## src/rtl/seg_anim_ctrl.sv

```systemverilog
// Value register and spinner/flash animation sequencer feeding the seven-segment decoder.
// All outputs are registered; anim_stop_in aborts from any state with the highest priority.
module seg_anim_ctrl #(
    parameter int TICK_DIV   = 50000,
    parameter int ANIM_LOOPS = 2
) (
    input  logic       clk_in,
    input  logic       rst_n_in,
    input  logic       wr_en_in,
    input  logic [4:0] wr_data_in,
    input  logic       anim_start_in,
    input  logic       anim_stop_in,
    output logic [4:0] value_out,
    output logic [7:0] bit_array_out,
    output logic       anim_en_out,
    output logic       busy_out
);

    localparam int TICK_W = (TICK_DIV > 1) ? $clog2(TICK_DIV) : 1;
    localparam int LOOP_W = (ANIM_LOOPS > 0) ? $clog2(ANIM_LOOPS + 1) : 1;

    localparam logic [TICK_W-1:0] TICK_LAST = TICK_W'(TICK_DIV - 1);
    localparam logic [LOOP_W-1:0] LOOP_LAST = LOOP_W'(ANIM_LOOPS - 1);

    typedef enum logic [1:0] {
        ST_IDLE,
        ST_SPIN,
        ST_FLASH
    } state_t;

    state_t            state;
    logic [TICK_W-1:0] tick;
    logic [2:0]        step;
    logic [LOOP_W-1:0] loop_cnt;

    // The processor's value is independent of the animation and is written in any state.
    always_ff @(posedge clk_in or negedge rst_n_in) begin
        if (!rst_n_in) begin
            value_out <= 5'h00;
        end else if (wr_en_in) begin
            value_out <= wr_data_in;
        end
    end

    // NOTE: every register here, outputs included, uses <= so all of them see the
    // pre-edge values of each other; blocking updates would make the order of
    // statements change the hardware.
    always_ff @(posedge clk_in or negedge rst_n_in) begin
        if (!rst_n_in) begin
            state         <= ST_IDLE;
            tick          <= '0;
            step          <= 3'd0;
            loop_cnt      <= '0;
            bit_array_out <= 8'h00;
            anim_en_out   <= 1'b0;
            busy_out      <= 1'b0;
        end else if (anim_stop_in) begin
            state         <= ST_IDLE;
            tick          <= '0;
            step          <= 3'd0;
            loop_cnt      <= '0;
            bit_array_out <= 8'h00;
            anim_en_out   <= 1'b0;
            busy_out      <= 1'b0;
        end else begin
            case (state)
                ST_IDLE: begin
                    tick     <= '0;
                    step     <= 3'd0;
                    loop_cnt <= '0;
                    if (anim_start_in) begin
                        state         <= ST_SPIN;
                        bit_array_out <= 8'h01;
                        anim_en_out   <= 1'b1;
                        busy_out      <= 1'b1;
                    end
                end

                ST_SPIN: begin
                    if (tick == TICK_LAST) begin
                        tick <= '0;
                        if (step == 3'd5) begin
                            step     <= 3'd0;
                            loop_cnt <= loop_cnt + LOOP_W'(1);
                            if (loop_cnt == LOOP_LAST) begin
                                state         <= ST_FLASH;
                                bit_array_out <= 8'hFF;
                            end else begin
                                bit_array_out <= 8'h01;
                            end
                        end else begin
                            step          <= step + 3'd1;
                            bit_array_out <= 8'h01 << (step + 3'd1);
                        end
                    end else begin
                        tick <= tick + TICK_W'(1);
                    end
                end

                ST_FLASH: begin
                    if (tick == TICK_LAST) begin
                        state         <= ST_IDLE;
                        tick          <= '0;
                        step          <= 3'd0;
                        loop_cnt      <= '0;
                        bit_array_out <= 8'h00;
                        anim_en_out   <= 1'b0;
                        busy_out      <= 1'b0;
                    end else begin
                        tick <= tick + TICK_W'(1);
                    end
                end

                default: begin
                    state         <= ST_IDLE;
                    tick          <= '0;
                    step          <= 3'd0;
                    loop_cnt      <= '0;
                    bit_array_out <= 8'h00;
                    anim_en_out   <= 1'b0;
                    busy_out      <= 1'b0;
                end
            endcase
        end
    end

endmodule

```

## config.mk

```make
export PLATFORM = sky130hd
export DESIGN_NAME = seg_anim_ctrl
export DESIGN_NICKNAME = d
export VERILOG_FILES = /design/src/rtl/seg_anim_ctrl.sv
export SDC_FILE = /design/constraint.sdc
export NUM_CORES = 1
export LEC_CHECK = 0
export CAP_MARGIN = 20
export CORE_MARGIN = 3
export CORE_UTILIZATION = 25
export DETAILED_ROUTE_END_ITERATION = 10
export PLACE_DENSITY = 0.49
export SLEW_MARGIN = 20
export SYNTH_ARGS = -nofsm -noshare
export SYNTH_HDL_FRONTEND = slang
export SYNTH_SLANG_ARGS = --single-unit
```

## constraint.sdc

```tcl
create_clock -name clk_in -period 2.9 [get_ports clk_in]
set_input_delay 0.725 -clock clk_in [delete_from_list [all_inputs] [get_ports clk_in]]
set_output_delay 0.725 -clock clk_in [all_outputs]
set_load 0.05 [all_outputs]
```

==> impl_metrics.yaml <==
power:
  power_frac_seq_pct: 41.2
  power_frac_comb_pct: 33.8
  peakVddDrop_uv: 265
  intPower_uw: 911
  p_clk_share_pct: 25.0
  p_sw_uw: 586
  swShare_pct: 39.2
  power_mw: 1.50
  p_leak_nw: 0.895
  p_per_area_nw_per_um2: 626
final_layout:
  n_antenna_cell: 0
  area.sequential_um2: 926
  fillCellCount: 753
  nNetsFinal: 228
  multiInputGateArea_um2: 966
  final_util_pct: 31.9
  drive_gt1_share_pct: 12.2
  area_growth_pct: 20.5
  most-common-layout-cells: "dfrtp_1, nor2_1, clkdlybuf4s50_1, xnor2_1, inv_1"
  layout_commonest_cell: "dfrtp_1"
synth:
  synthMuxAreaShare_pct: 5.86
  synth_top_family_by_area: "simple AND/OR/NAND/NOR gates"
  syn_area_um2: 1980
  ys_seq_area_share_pct: 46.7
  ys.flop_type: "dfrtp_1"
  yosys_warnings: 0
  synth_xor_area_share_pct: 6.62
  synthArstFlopShare_pct: 100
  syn_inst: 188
  ys_ff_latch: 37
  synth_compound_area_share_pct: 10.7
  synth-adder-area-share_pct: 3.78
  postSynthAreaPerCell_um2: 10.6
  syn_nets: 204
  synth_edf_count: 0
  synth-simple-area-share_pct: 21.8
  ys_types: 46
sta:
  setup_viol: 0
  rsz0062_at_grt: "no"
  hold_viol: 0
  slew_violations: 0
  fin_crit_ps: 2220
  finalCritPeriodShare_pct: 76.4
  fin_skew_ps: 7.85
  worst_pin_slew_ps: 845
  clock.fmax_mhz: 451
  setup_ws_ps: 683
  relSlewSlack_pct: 43.7
  final.setup.tns_ps: 0
clock_network:
  ctsHtreeMaxLevel: 2
  postCtsSetupBuffers: 0
  clk_path_buf_depth: 2
  cts_tree: "yes"
  cts_made_buffers: 5
  clkTransAtPathRegs_ps: 80
  hold_buffers: 0
  numClockSinks: 37
  cts_resized: 0
  clock-root-buffer: "clkbuf_8"
  clock_latency_ps: 300
setup_path:
  critPathKind: "flip-flop to primary output"
  path_cells: "clkdlybuf4s50_1"
  critPathCaptureType: "primary output"
  worstPathMaxFanout: 3
  crit_family: "buffers and inverters"
  cp.arrival_ps: 1490
  cp-start-kind: "flip-flop"
  reg2reg_depth: 5
  cp.required_ps: 2170
  crit_cells: 1
  max_stage_delay_ps: 810
  slowest_stage: "clkdlybuf4s50_1"
  critPathBufInv: 1
global_route:
  met3_usage_pct: 2.60
  grt_max_degree: 38
  grt_pass1_wl_mm: 6.61
  antenna_found_initial: 0
  busiest_layer: "met2"
  use_met1_pct: 12.3
  grt_pass1_vias: 1397
  track_usage_pct: 9.31
  use_met2_pct: 14.3
  grt_overflow: 0
place:
  numPortBuffers: 24
  pre_cts_ws_ps: 424
  dpl.hpwl_mm: 2.82
  gp_congestion: 0.847
floorplan:
  fp.dieH_um: 95.1
  start_util_pct: 26.5
  rows: 31
  io_pins: 25
  coreArea_um2: 7490
  die_area_um2: 9040
  dieWidth_um: 95.1
worst_hold_path:
  worst_hold_path_type: "flip-flop to flip-flop"
  hold_path_depth: 1
run:
  maxCapViolCount: 0
run_status:
  outcome: "complete, no violations"
route:
  drc: 0
  wl_per_cell_um: 12.7
  vias_per_cell: 4.56
  first_pass_iters: 4
  ant_nets: 0
  dr_total_vias: 1422
  finalWirelength_mm: 3.95
  drt_iter0_markers: 63
power groups by stage:
stage          clock [mW]  combinational [mW]  sequential, mW
2_1_floorplan           0               0.315           0.693
3_3_place_gp            0               0.519           0.626
3_5_place_dp            0               0.513           0.628
4_1_cts             0.389               0.514           0.617
5_1_grt             0.404               0.560           0.623
6_report            0.375               0.506           0.616
worst reg2reg max path, stage by stage, from the launching register on:
cell,delay [ps]
dfrtp_1,400
ha_1,240
nand4_2,240
nor4_4,560
nor2_1,270
a21o_2,270
through the flow:
step | hold slack (ps) | area, µm² | instances
detailed placement | 481 | 2300 | 304
global placement | 474 | 2300 | 304
CTS | 495 | 2390 | 312
finish | 489 | 2390 | 312
global route | 507 | 2390 | 312
floorplan | 429 | 1980 | 188
routing by layer:
layer | vias up | routed length [µm]
met4 | 0 | 51
met1 | 665 | 1860
met5 | - | 0
met3 | 8 | 183
met2 | 34 | 1850
li1 | 715 | -
final cells by class:
type                       instances  area share, %
clock buffer                       5           2.88
timing repair buffer              25           10.2
multi-input combinational        132           40.4
sequential                        37           38.7
inverter                          11           1.73
clock inverter                     3          0.942
tap                               99           5.18
kinds of logic (layout without fill, tap and decap cells):
logic type,after synthesis,after routing
AND/OR/NAND/NOR,73,73
flip-flops,37,37
AO/OA/AOI/OAI,28,28
buffers and inverters,19,44
XOR/XNOR,15,15
multiplexers,10,10
adder cells (fa/ha/maj),6,6
state kept, by name (all words and copies together), names as in the netlist:
| name | flops |
|---|---|
| tick | 16 |
| bit_array_out | 8 |
| value_out | 5 |
| step | 3 |
| loop_cnt | 2 |
| state | 2 |
| busy_out | 1 |
Yosys cell counts (all sizes together), types with 2 or more instances:
cell type,number,area share [%]
inv,11,2.1
o2bb2ai,6,2.6
nand4,7,2.5
nand4bb,2,2.0
xnor2,14,6.2
a21oi,6,1.5
nand3,11,3.4
buf,4,1.6
ha,6,3.8
nand3b,2,0.76
nand2,8,1.5
nor3,4,1.0
o21ai,3,1.3
nor4,5,2.3
clkbuf,3,0.57
mux2,7,4.4
mux2i,3,1.5
o211ai,2,0.76
nor2,24,4.5
a31oi,4,1.3
dfrtp,37,47
nand2b,4,1.3
final timing paths:
kind / from / end / slack (ps)
worst min-delay path: tick[0] / tick[0] / 490
worst min register to register: tick[0] / tick[0] / 490
min in group asynchronous: rst_n_in / tick[7] / 530
worst max-delay path: busy_out / anim_en_out / 680
max in group asynchronous: rst_n_in / step[0] / 1840
worst max register to register: tick[0] / step[2] / 810
Note: power is estimated with default switching activity, not from simulation.
